<file path="config.mk">
export PLATFORM = sky130hd
export DESIGN_NAME = conv1d_mac_engine
export DESIGN_NICKNAME = d
export VERILOG_FILES = /design/src/rtl/conv1d_mac_engine.sv
export SDC_FILE = /design/constraint.sdc
export NUM_CORES = 1
export LEC_CHECK = 0
export ABC_AREA = 1
export CAP_MARGIN = 10
export CORE_UTILIZATION = 50
export DETAILED_ROUTE_END_ITERATION = 8
export PLACE_DENSITY = 0.71
export SLEW_MARGIN = 20
export SYNTH_ARGS = -nofsm -noshare
export SYNTH_HDL_FRONTEND = slang
export SYNTH_SLANG_ARGS = --single-unit
</file>
<file path="constraint.sdc">
create_clock -name clk -period 7.9 [get_ports clk]
set_clock_uncertainty 0.1 [all_clocks]
set_input_delay 1.975 -clock clk [delete_from_list [all_inputs] [get_ports clk]]
set_output_delay 1.975 -clock clk [all_outputs]
set_load 0.03 [all_outputs]
</file>
<file path="src/rtl/conv1d_mac_engine.sv">
// ============================================================================
// Module  : conv1d_mac_engine
// Purpose : 1-D convolution engine (full / valid modes). Walks the output
//           index, issues one X/Y read per cycle, accumulates signed products
//           at ACC_W precision and writes saturated Z_W-bit results.
// Revision: 1.0 - initial release
// ============================================================================
`default_nettype none

module conv1d_mac_engine #(
    parameter int DATA_W = 8,
    parameter int ADDR_W = 5,
    parameter int ACC_W  = 32,
    parameter int Z_W    = 16
) (
    input  logic              clk,
    input  logic              rst,
    input  logic              init_in,
    input  logic              mode_in,
    input  logic [ADDR_W-1:0] sizeX_in,
    input  logic [ADDR_W-1:0] sizeY_in,
    output logic [ADDR_W-1:0] addrX_out,
    output logic              readX_out,
    input  logic [DATA_W-1:0] dataX_in,
    output logic [ADDR_W-1:0] addrY_out,
    output logic              readY_out,
    input  logic [DATA_W-1:0] dataY_in,
    output logic [ADDR_W:0]   addrZ_out,
    output logic [Z_W-1:0]    dataZ_out,
    output logic              writeZ_out,
    output logic [ADDR_W:0]   zlen_out,
    output logic              busy_out,
    output logic              done_out
);

    localparam int IW = ADDR_W + 1;

    typedef enum logic [2:0] {
        S_IDLE  = 3'd0,
        S_SETUP = 3'd1,
        S_ISSUE = 3'd2,
        S_DRAIN = 3'd3,
        S_WRITE = 3'd4,
        S_DONE  = 3'd5
    } state_t;

    state_t                    r_state;
    logic [ADDR_W-1:0]         r_sx;
    logic [ADDR_W-1:0]         r_sy;
    logic [IW-1:0]             r_i;
    logic [IW-1:0]             r_ilast;
    logic [IW-1:0]             r_k;
    logic [ADDR_W-1:0]         r_j;
    logic [ADDR_W-1:0]         r_jhi;
    logic signed [ACC_W-1:0]   r_acc;
    logic                      r_rd_d;

    // Term bounds for the current output index i
    logic [IW-1:0]             w_ip1;
    logic [ADDR_W-1:0]         w_jlo;
    logic [ADDR_W-1:0]         w_sxm1;
    logic [ADDR_W-1:0]         w_jhi;
    logic [ADDR_W-1:0]         w_jn;
    logic                      w_empty;

    assign w_ip1   = r_i + IW'(1);
    assign w_jlo   = (w_ip1 > {1'b0, r_sy}) ? ADDR_W'(w_ip1 - {1'b0, r_sy}) : '0;
    assign w_sxm1  = r_sx - ADDR_W'(1);
    assign w_jhi   = (r_i < {1'b0, w_sxm1}) ? ADDR_W'(r_i) : w_sxm1;
    assign w_jn    = r_j + ADDR_W'(1);
    assign w_empty = (sizeX_in == '0) || (sizeY_in == '0) ||
                     (mode_in && (sizeX_in < sizeY_in));

    // MAC datapath: product of the data returned for last cycle's read strobe
    logic signed [2*DATA_W-1:0] w_prod;
    logic signed [ACC_W-1:0]    w_term;
    logic signed [ACC_W-1:0]    w_acc_next;
    logic [ACC_W-Z_W:0]         w_top;
    logic                       w_fits;
    logic [Z_W-1:0]             w_sat;

    assign w_prod     = $signed(dataX_in) * $signed(dataY_in);
    assign w_term     = r_rd_d ? {{(ACC_W-2*DATA_W){w_prod[2*DATA_W-1]}}, w_prod} : '0;
    assign w_acc_next = r_acc + w_term;
    // Fits in Z_W bits when all bits from the Z sign bit upward agree
    assign w_top      = w_acc_next[ACC_W-1:Z_W-1];
    assign w_fits     = (&w_top) | ~(|w_top);
    assign w_sat      = w_fits ? w_acc_next[Z_W-1:0] :
                        (w_acc_next[ACC_W-1] ? {1'b1, {(Z_W-1){1'b0}}}
                                             : {1'b0, {(Z_W-1){1'b1}}});

    // Accumulator: cleared per output in SETUP, otherwise adds one product per cycle
    always_ff @(posedge clk) begin
        if (rst) begin
            r_acc  <= '0;
            r_rd_d <= 1'b0;
        end else begin
            r_rd_d <= readX_out;
            r_acc  <= (r_state == S_SETUP) ? '0 : w_acc_next;
        end
    end

    // Control FSM with registered strobes, addresses and status
    always_ff @(posedge clk) begin
        if (rst) begin
            r_state    <= S_IDLE;
            r_sx       <= '0;
            r_sy       <= '0;
            r_i        <= '0;
            r_ilast    <= '0;
            r_k        <= '0;
            r_j        <= '0;
            r_jhi      <= '0;
            addrX_out  <= '0;
            readX_out  <= 1'b0;
            addrY_out  <= '0;
            readY_out  <= 1'b0;
            addrZ_out  <= '0;
            dataZ_out  <= '0;
            writeZ_out <= 1'b0;
            zlen_out   <= '0;
            busy_out   <= 1'b0;
            done_out   <= 1'b0;
        end else begin
            case (r_state)
                S_IDLE: begin
                    if (init_in) begin
                        r_sx <= sizeX_in;
                        r_sy <= sizeY_in;
                        r_k  <= '0;
                        if (mode_in) begin
                            r_i     <= {1'b0, sizeY_in} - IW'(1);
                            r_ilast <= {1'b0, sizeX_in} - IW'(1);
                        end else begin
                            r_i     <= '0;
                            r_ilast <= {1'b0, sizeX_in} + {1'b0, sizeY_in} - IW'(2);
                        end
                        if (w_empty) begin
                            zlen_out <= '0;
                            done_out <= 1'b1;
                            r_state  <= S_DONE;
                        end else begin
                            busy_out <= 1'b1;
                            r_state  <= S_SETUP;
                        end
                    end
                end
                S_SETUP: begin
                    r_j       <= w_jlo;
                    r_jhi     <= w_jhi;
                    addrX_out <= w_jlo;
                    addrY_out <= ADDR_W'(r_i - {1'b0, w_jlo});
                    readX_out <= 1'b1;
                    readY_out <= 1'b1;
                    r_state   <= S_ISSUE;
                end
                S_ISSUE: begin
                    if (r_j == r_jhi) begin
                        readX_out <= 1'b0;
                        readY_out <= 1'b0;
                        r_state   <= S_DRAIN;
                    end else begin
                        r_j       <= w_jn;
                        addrX_out <= w_jn;
                        addrY_out <= ADDR_W'(r_i - {1'b0, w_jn});
                    end
                end
                S_DRAIN: begin
                    // Last product lands in w_acc_next this cycle
                    writeZ_out <= 1'b1;
                    addrZ_out  <= r_k;
                    dataZ_out  <= w_sat;
                    r_state    <= S_WRITE;
                end
                S_WRITE: begin
                    writeZ_out <= 1'b0;
                    r_k        <= r_k + IW'(1);
                    if (r_i == r_ilast) begin
                        zlen_out <= r_k + IW'(1);
                        busy_out <= 1'b0;
                        done_out <= 1'b1;
                        r_state  <= S_DONE;
                    end else begin
                        r_i     <= w_ip1;
                        r_state <= S_SETUP;
                    end
                end
                S_DONE: begin
                    if (!init_in) begin
                        done_out <= 1'b0;
                        r_state  <= S_IDLE;
                    end
                end
                default: r_state <= S_IDLE;
            endcase
        end
    end

endmodule

`default_nettype wire

</file>
==> results_dict.tcl, run 1 <==
set metrics [dict create \
    wire_per_inst_um 14.7 \
    grt-ovfl-total 0 \
    antenna_found_initial 0 \
    grt_pass1_wl_um 51500 \
    drive_above_1_share_pct 25.5 \
    place.gp.congestion 0.979 \
    dp_hpwl_um 23900 \
    numCtsBuffers 9 \
    htreeDepth 3 \
    drt_iter0_drc 778 \
    hold_depth 2 \
    fin_ws_ns -0.0668 \
    setup_viol 15 \
    antenna_cells 0 \
    clk_pin_slew_ns 0.08 \
    synth_nets 1803 \
    hp-start "r_k[3]" \
    worstMarginPinSlew_ns 0.917 \
    criticalPathCategory "input port to register" \
    timing.hold.ws_ns 0.371 \
    drt_first_pass_iters 5 \
    fmax_mhz 126 \
    rr_endpoint "addrY_out[4]" \
    cp.required_ns 8.05 \
    vias 11100 \
    synth_area_leaders "dfxtp_1, nand2_1, inv_1" \
    max_cap_viol_count 0 \
    ant_nets 0 \
    rsz0062_at_grt "yes" \
    r2r_start "r_i[1]" \
    path_delay_family "adder cells" \
    yosys.area.top_type "dfxtp_1" \
    vdd_drop_max_v 0.000256 \
    clock_path_buffers 2 \
    cts_tree "built" \
    syn_inst 1621 \
    clk-insertion-delay-late_ns 0.36 \
    ctsHoldBuffers 0 \
    synth_area_um2 10700 \
    cts_num_sinks 111 \
    ys_seq_elements 111 \
    via_per_inst 5.15 \
    finalCriticalPeriod_ns 7.97 \
    port_buffers 72 \
    crit_buf_inv 11 \
    die_h_um 149 \
    power_per_cell_area_nw_per_um2 325 \
    post-route-drc-count 0 \
    ys_seq_area_share_pct 20.7 \
    synth_top_area_share_pct 20.7 \
    n_fill_cell 1768 \
    reg2regPathDepth 21 \
    ios 73 \
    grt_pass1_vias 10900 \
    die_w_um 149 \
    clockRootBuffer "clkbuf_16" \
    finalNetCount 2048 \
    synth.most_common_cell "nand2_1" \
    crit_path_end_kind "register" \
    cp.arrival_ns 8.12 \
    core.rowCount 53 \
    slowest_delay_ns 0.55 \
    power_uw 4690 \
    synth_commonest_cells "nand2_1, inv_1, nor2_1" \
    crit_fanout 15 \
    outcome "finished with violations" \
    synth_edf_count 0 \
    coreArea_um2 21000 \
    grt_start_max_net_pins 58 \
    avgSynthCellArea_um2 6.63 \
    hold_violations 0 \
    totalWireLength_um 31600 \
    fin_crit_sh_pct 101 \
    startpoint_type "input port" \
    dieArea_um2 22100 \
    ff2ff_setup_slack_ns 4.00 \
    drv_slew 0 \
    track_usage_pct 29.1 \
    syn2layout_area_growth_pct 34.3 \
    min-delay-path-class "register to register" \
    p_leak_uw 0.00739 \
    whs_endpoint "r_k[3]" \
    synth_cell_types 47 \
    yosys_warnings 0 \
    violations "setup timing" \
    ys.flop_type "dfxtp_1" \
    async_flop_share_pct 0 \
    start_util_pct 51.1 \
    slew_headroom_pct 38.4 \
    critPathSlowestCell "fa_1" \
]
[registers in the layout, indices dropped and copies added (netlist names)]
name        cells
r_rd_d          1
r_ilast         6
r_sx            5
r_jhi           5
readY_out       1
r_acc          32
busy_out        1
r_state         3
addrY_out       5
zlen_out        6
r_i             6
r_j             5
done_out        1
dataZ_out      16
r_k             6
addrZ_out       6
r_sy            5
writeZ_out      1
[area by class of cell]
cell class	instances	area, um2	share of cell area (%)
Tap cell	275	344	2.39
Sequential cell	111	2220	15.4
Clock inverter	5	53.8	0.373
Clock buffer	11	233	1.61
Multi-Input combinational cell	1124	8010	55.6
Timing Repair Buffer	271	2250	15.6
Inverter	349	1310	9.10
[what timing repair did]
action,in CTS,in global routing
resized for setup,194,110
pin swaps,65,79
cloned,2,0
hold endpoints to repair,0,0
endpoints found under the setup margin,21,19
setup buffers,32,6
[worst reg2reg max path, stage by stage, from the launching register on]
cell and delay, ns:
dfxtp_1 0.56, nand3_1 0.17, xor2_1 0.23, inv_1 0.08, ha_1 0.33, nand2_1 0.08
o21ai_0 0.26, a21o_1 0.16, a21oi_1 0.10, nor2_1 0.12, nor2_1 0.05, a21oi_1 0.24
ha_1 0.19, inv_1 0.06, fa_1 0.41, nand3_1 0.09, nand2_1 0.07, xor2_1 0.17
a21oi_1 0.14, o21ai_0 0.09, o211ai_1 0.08, inv_1 0.06
[cells in the final DEF (no fill, tap or decap), types with 4 or more instances in the layout]
master / count
nand2_1: 344
buf_4: 186
xor2_1: 21
a211oi_1: 4
a21oi_4: 5
nor2_1: 98
ha_1: 65
o21ai_0: 84
nor2_2: 24
clkdlybuf4s50_1: 56
dfxtp_1: 111
nand3_4: 8
nor3_1: 8
a21oi_1: 91
buf_2: 6
fa_1: 57
nand2_4: 13
a31oi_1: 5
nand2_2: 65
nand4_1: 19
clkbuf_2: 5
buf_6: 9
nor3_2: 7
o21bai_1: 5
a21oi_2: 24
xnor2_1: 25
inv_1: 319
nand3_1: 52
ha_4: 26
inv_2: 28
clkbuf_16: 9
nor2_4: 14
nand3_2: 17
[power by group]
group / switching, uW / leakage, uW / internal [uW]
combinational: 1870 / 0.00635 / 1520
sequential: 137 / 0.000905 / 702
clock: 236 / 0.000139 / 222
[stage by stage]
| step | utilization (%) | area [um2] | setup TNS (ns) | cells | setup slack [ns] |
|---|---|---|---|---|---|
| after floorplan | - | 10700 | -0.903 | 1621 | -0.0901 |
| after global placement | 61.2 | 12900 | -22.46 | 2092 | -1.17 |
| after detailed placement | 61.2 | 12900 | -25.39 | 2092 | -1.27 |
| after CTS | 66.8 | 14000 | -0.0205 | 2142 | -0.0128 |
| after global routing | 68.6 | 14400 | -5.18 | 2146 | -0.322 |
| final | 68.6 | 14400 | -0.787 | 2146 | -0.0668 |
[cells by family after synthesis]
family / count (synthesis) / synth area share (%)
AO/OA/AOI/OAI: 241 / 12.5
XOR/XNOR: 46 / 3.75
adder cells (fa/ha/maj): 152 / 21.8
buffers and inverters: 387 / 13.9
flip-flops: 111 / 20.7
AND/OR/NAND/NOR: 684 / 27.4
[worst max path at each step]
| stage | from | end | slack, ns | cells past startpoint |
|---|---|---|---|---|
| after global routing | dataY_in[2] | dataZ_out[6] | -0.32 | 44 |
| after detailed placement | dataY_in[4] | dataZ_out[5] | -1.27 | 35 |
| final | dataY_in[2] | dataZ_out[4] | -0.07 | 44 |
| after global placement | dataY_in[4] | dataZ_out[5] | -1.17 | 35 |
| after CTS | dataY_in[2] | dataZ_out[14] | -0.01 | 47 |
| after floorplan | dataY_in[2] | dataZ_out[10] | -0.09 | 36 |
[layer usage]
layer / GRT usage [%] / up-vias / share of wire [%] / wire length [um]
li1: - / 5514 / - / -
met1: 37.3 / 5199 / 44 / 13800
met2: 51.1 / 301 / 49 / 15400
met3: 4.23 / 43 / 5.6 / 1760
met4: 7.42 / 0 / 2.0 / 639
met5: 0 / - / 0 / 0
No activity file was read; power rests on OpenSTA's default activity.
==> run 2, diff against run 1 <==
- SKIP_CTS_REPAIR_TIMING: not set -> 1
==> results_dict.tcl, run 2 (synthesis results as in run 1) <==
set metrics [dict create \
    outcome "finished with violations" \
    violations "setup timing" \
    grt_start_max_net_pins 58 \
    syn2layout_area_growth_pct 30.4 \
    port_buffers 72 \
    fin_util_pct 66.6 \
    grtUsageMet2_pct 47.0 \
    timing.hold.ws_ns 0.371 \
    cts_num_sinks 111 \
    drive_above_1_share_pct 22.2 \
    regArea_um2 2220 \
    n_fill_cell 1839 \
    path_delay_family "adder cells" \
    largest_reg_flops 32 \
    totalWireLength_um 30800 \
    place.gp.congestion 0.979 \
    clk_pin_slew_ns 0.08 \
    busiest_layer "met2" \
    grt_pass1_wl_um 48400 \
    criticalPathCategory "input port to register" \
    finalNetCount 2028 \
    drv_slew 0 \
    clock_path_buffers 2 \
    rsz0062_at_grt "yes" \
    drt_iter0_drc 696 \
    grt_pass1_vias 10300 \
    p_leak_uw 0.00727 \
    hold_violations 0 \
    crit_fanout 12 \
    wire_per_inst_um 14.5 \
    start_util_pct 51.1 \
    mostFrequentLayoutCells "nand2_1, inv_1, buf_4, dfxtp_1, nor2_1" \
    track_usage_pct 27.4 \
    largest_register "r_acc" \
    drt_first_pass_iters 5 \
    final_common_cell "nand2_1" \
    cts_tree "built" \
    slowest_delay_ns 0.51 \
    clockRootBuffer "clkbuf_16" \
    grt_use_met3_pct 4.36 \
    crit_path_end_kind "register" \
    die_h_um 149 \
    grtUsageMet1_pct 35.8 \
    min-delay-path-class "register to register" \
    ios 73 \
    cp.required_ns 8.05 \
    critPathSlowestCell "fa_1" \
    cpMostUsedCell "nand2_2" \
    fin_ws_ns -0.0975 \
    antenna_found_initial 0 \
    power_per_cell_area_nw_per_um2 315 \
    die_w_um 149 \
    fmax_mhz 125 \
    dp_hpwl_um 23900 \
    max_cap_viol_count 0 \
    vias 10900 \
    final_area_um2 14000 \
    multi_input_area_um2 7730 \
    fin_crit_sh_pct 101 \
    worstMarginPinSlew_ns 0.906 \
    via_per_inst 5.12 \
    post-route-drc-count 0 \
    setup_viol 15 \
    crit_buf_inv 12 \
    finalCriticalPeriod_ns 8.00 \
    startpoint_type "input port" \
    htreeDepth 3 \
    top_regs "r_acc: 32 flops, dataZ_out: 16 flops" \
    ant_nets 0 \
    slew_headroom_pct 39.2 \
    numCtsBuffers 9 \
    placed_area_um2 12900 \
    clk-insertion-delay-late_ns 0.36 \
    grt-ovfl-total 0 \
    vdd_drop_max_v 0.000255 \
    cp.arrival_ns 8.15 \
    antenna_cells 0 \
    core.rowCount 53 \
    coreArea_um2 21000 \
    dieArea_um2 22100 \
]
run 2: power by group:
| group | total (uW) | internal (uW) | switching [uW] |
|---|---|---|---|
| clock network | 459 | 222 | 237 |
| logic | 3120 | 1370 | 1750 |
| registers | 833 | 702 | 131 |
run 2: path summary, 6_finish.rpt:
check / startpoint / endpoint / slack, ns / cells past startpoint
min: r_k[3] / r_k[3] / 0.37 / 2
max reg2reg: r_i[1] / addrY_out[4] / 4.00 / 21
min reg2reg: r_k[3] / r_k[3] / 0.37 / 2
max: dataY_in[2] / dataZ_out[4] / -0.1 / 46
run 2: per-stage QoR:
stage,cells,setup slack (ns),TNS [ns],total power [uW]
final,2126,-0.0975,-1.18,4420
after global routing,2126,-0.358,-5.31,4770
after CTS,2108,-0.907,-14.44,4030
after detailed placement,2092,-1.27,-25.39,3550
after global placement,2092,-1.17,-22.46,3490
after floorplan,1621,-0.0901,-0.903,2580
run 2: per-layer routing:
metal | routed length, um | part of all wire, % | up-vias
met3 | 1770 | 5.7 | 37
met1 | 13500 | 44 | 5091
li1 | - | - | 5472
met5 | 0 | 0 | -
met2 | 15000 | 49 | 292
met4 | 527 | 1.7 | 0
run 2: tightest hold or removal path, cell delays in order, from the launching register on:
cell,delay (ns)
dfxtp_1,0.32
nand2_1,0.06
a21oi_1,0.05
run 2: final cells by class:
class                   count  area share, %
repair buffers            251           15.1
clock buffers              11           1.66
flip-flops and latches    111           15.9
well taps                 275           2.46
inverters                 349           9.37
clock inverters             5          0.384
multi-input cells        1124           55.2
==> run 3, diff against run 2 <==
- CTS_BUF_LIST: not set -> sky130_fd_sc_hd__clkbuf_4
==> results_dict.tcl, run 3 (synthesis results as in run 1) <==
set metrics [dict create \
    cp.arrival_ns 8.09 \
    syn2layout_area_growth_pct 29.8 \
    seq_power_share_pct 19.4 \
    clk-insertion-delay-late_ns 0.51 \
    finalCriticalPeriod_ns 7.79 \
    setup_viol 0 \
    die_h_um 149 \
    p_int_uw 2180 \
    start_util_pct 51.1 \
    power_per_cell_area_nw_per_um2 307 \
    ios 73 \
    fin_crit_sh_pct 98.6 \
    slowest_delay_ns 0.51 \
    cts_tree "built" \
    htreeDepth 3 \
    clock_path_buffers 2 \
    fmax_mhz 128 \
    vias 10900 \
    largest_reg_flops 32 \
    power_uw 4270 \
    cpMostUsedCell "nand2_1" \
    hold_violations 0 \
    worstMarginPinSlew_ns 0.924 \
    grt_start_max_net_pins 58 \
    drive_above_1_share_pct 22.9 \
    grt_pass1_wl_um 47700 \
    rsz0062_at_grt "yes" \
    grt-ovfl-total 0 \
    clockRootBuffer "clkbuf_4" \
    numCtsBuffers 9 \
    via_per_inst 5.12 \
    ant_nets 0 \
    cts_num_sinks 111 \
    coreArea_um2 21000 \
    top_regs "r_acc: 32 flops, dataZ_out: 16 flops" \
    grt_pass1_vias 10200 \
    place.gp.congestion 0.979 \
    fin_tns_setup_ns 0 \
    min-delay-path-class "register to register" \
    startpoint_type "input port" \
    vdd_drop_max_v 0.000253 \
    port_buffers 72 \
    slew_headroom_pct 37.9 \
    core.rowCount 53 \
    outcome "completed" \
    netSwitchingPower_uw 2100 \
    final_common_cell "nand2_1" \
    totalWireLength_um 30400 \
    drt_first_pass_iters 5 \
    post-route-drc-count 0 \
    p_leak_uw 0.00725 \
    wire_per_inst_um 14.3 \
    antenna_found_initial 1 \
    dp_hpwl_um 23900 \
    cp.required_ns 8.20 \
    mostFrequentLayoutCells "nand2_1, inv_1, buf_4, dfxtp_1, nor2_1" \
    power_frac_clock_pct 7.0 \
    die_w_um 149 \
    critPathSlowestCell "fa_1" \
    dieArea_um2 22100 \
    track_usage_pct 27.0 \
    criticalPathCategory "input port to register" \
    max_cap_viol_count 0 \
    drv_slew 0 \
    p_sw_share_pct 49.1 \
    largest_register "r_acc" \
    crit_fanout 7 \
    comb_power_share_pct 73.6 \
    finalNetCount 2030 \
    clk_pin_slew_ns 0.19 \
    drt_iter0_drc 634 \
    crit_path_end_kind "register" \
]
-- run 3: area by class of cell --
cell class / instances / area, um2
Sequential cell: 111 / 2220
Inverter: 349 / 1320
Multi-Input combinational cell: 1124 / 7790
Clock buffer: 11 / 82.6
Fill cell: 1857 / 7080
Tap cell: 275 / 344
Timing Repair Buffer: 253 / 2130
Antenna cell: 1 / 2.50
Clock inverter: 5 / 53.8
-- run 3: power by group through the flow --
stage | logic, uW | clock network, uW | registers, uW
final | 3140 | 298 | 831
after global routing | 3460 | 325 | 850
after CTS | 2730 | 304 | 821
after detailed placement | 2710 | 0 | 833
after global placement | 2660 | 0 | 832
after floorplan | 1690 | 0 | 893
-- run 3: layer usage --
metal | part of all wire (%) | vias to the layer above | global-route usage (%)
met4 | 1.9 | 0 | 7.63
li1 | - | 5480 | -
met2 | 48 | 286 | 45.3
met1 | 45 | 5094 | 35.6
met5 | 0 | - | 0
met3 | 5.2 | 37 | 4.57
-- run 3: path summary, 6_finish.rpt --
kind	start	to	slack, ns	cells past startpoint
worst max-delay path	dataY_in[2]	dataZ_out[1]	0.11	43
worst max register to register	r_i[1]	addrY_out[4]	3.99	21
worst min register to register	r_k[3]	r_k[3]	0.38	2
worst min-delay path	r_k[3]	r_k[3]	0.38	2
-- run 3: per-stage QoR --
stage,instance area [um2],setup WS [ns],instances,hold WS (ns),util (%)
after detailed placement,12900,-1.27,2092,0.359,61.2
after global routing,13900,-0.135,2129,0.402,66.3
final,13900,0.110,2129,0.383,66.3
after global placement,12900,-1.17,2092,0.351,61.2
after CTS,13000,-0.732,2108,0.383,61.9
after floorplan,10700,-0.0901,1621,0.341,-
-- run 3: worst max-delay path, delay by kind of cell --
kind	cells	cell delay, ns
AND/OR/NAND/NOR	21	1.77
AO/OA/AOI/OAI	6	0.78
buffers and inverters	10	0.95
adder cells (fa/ha/maj)	6	2.57
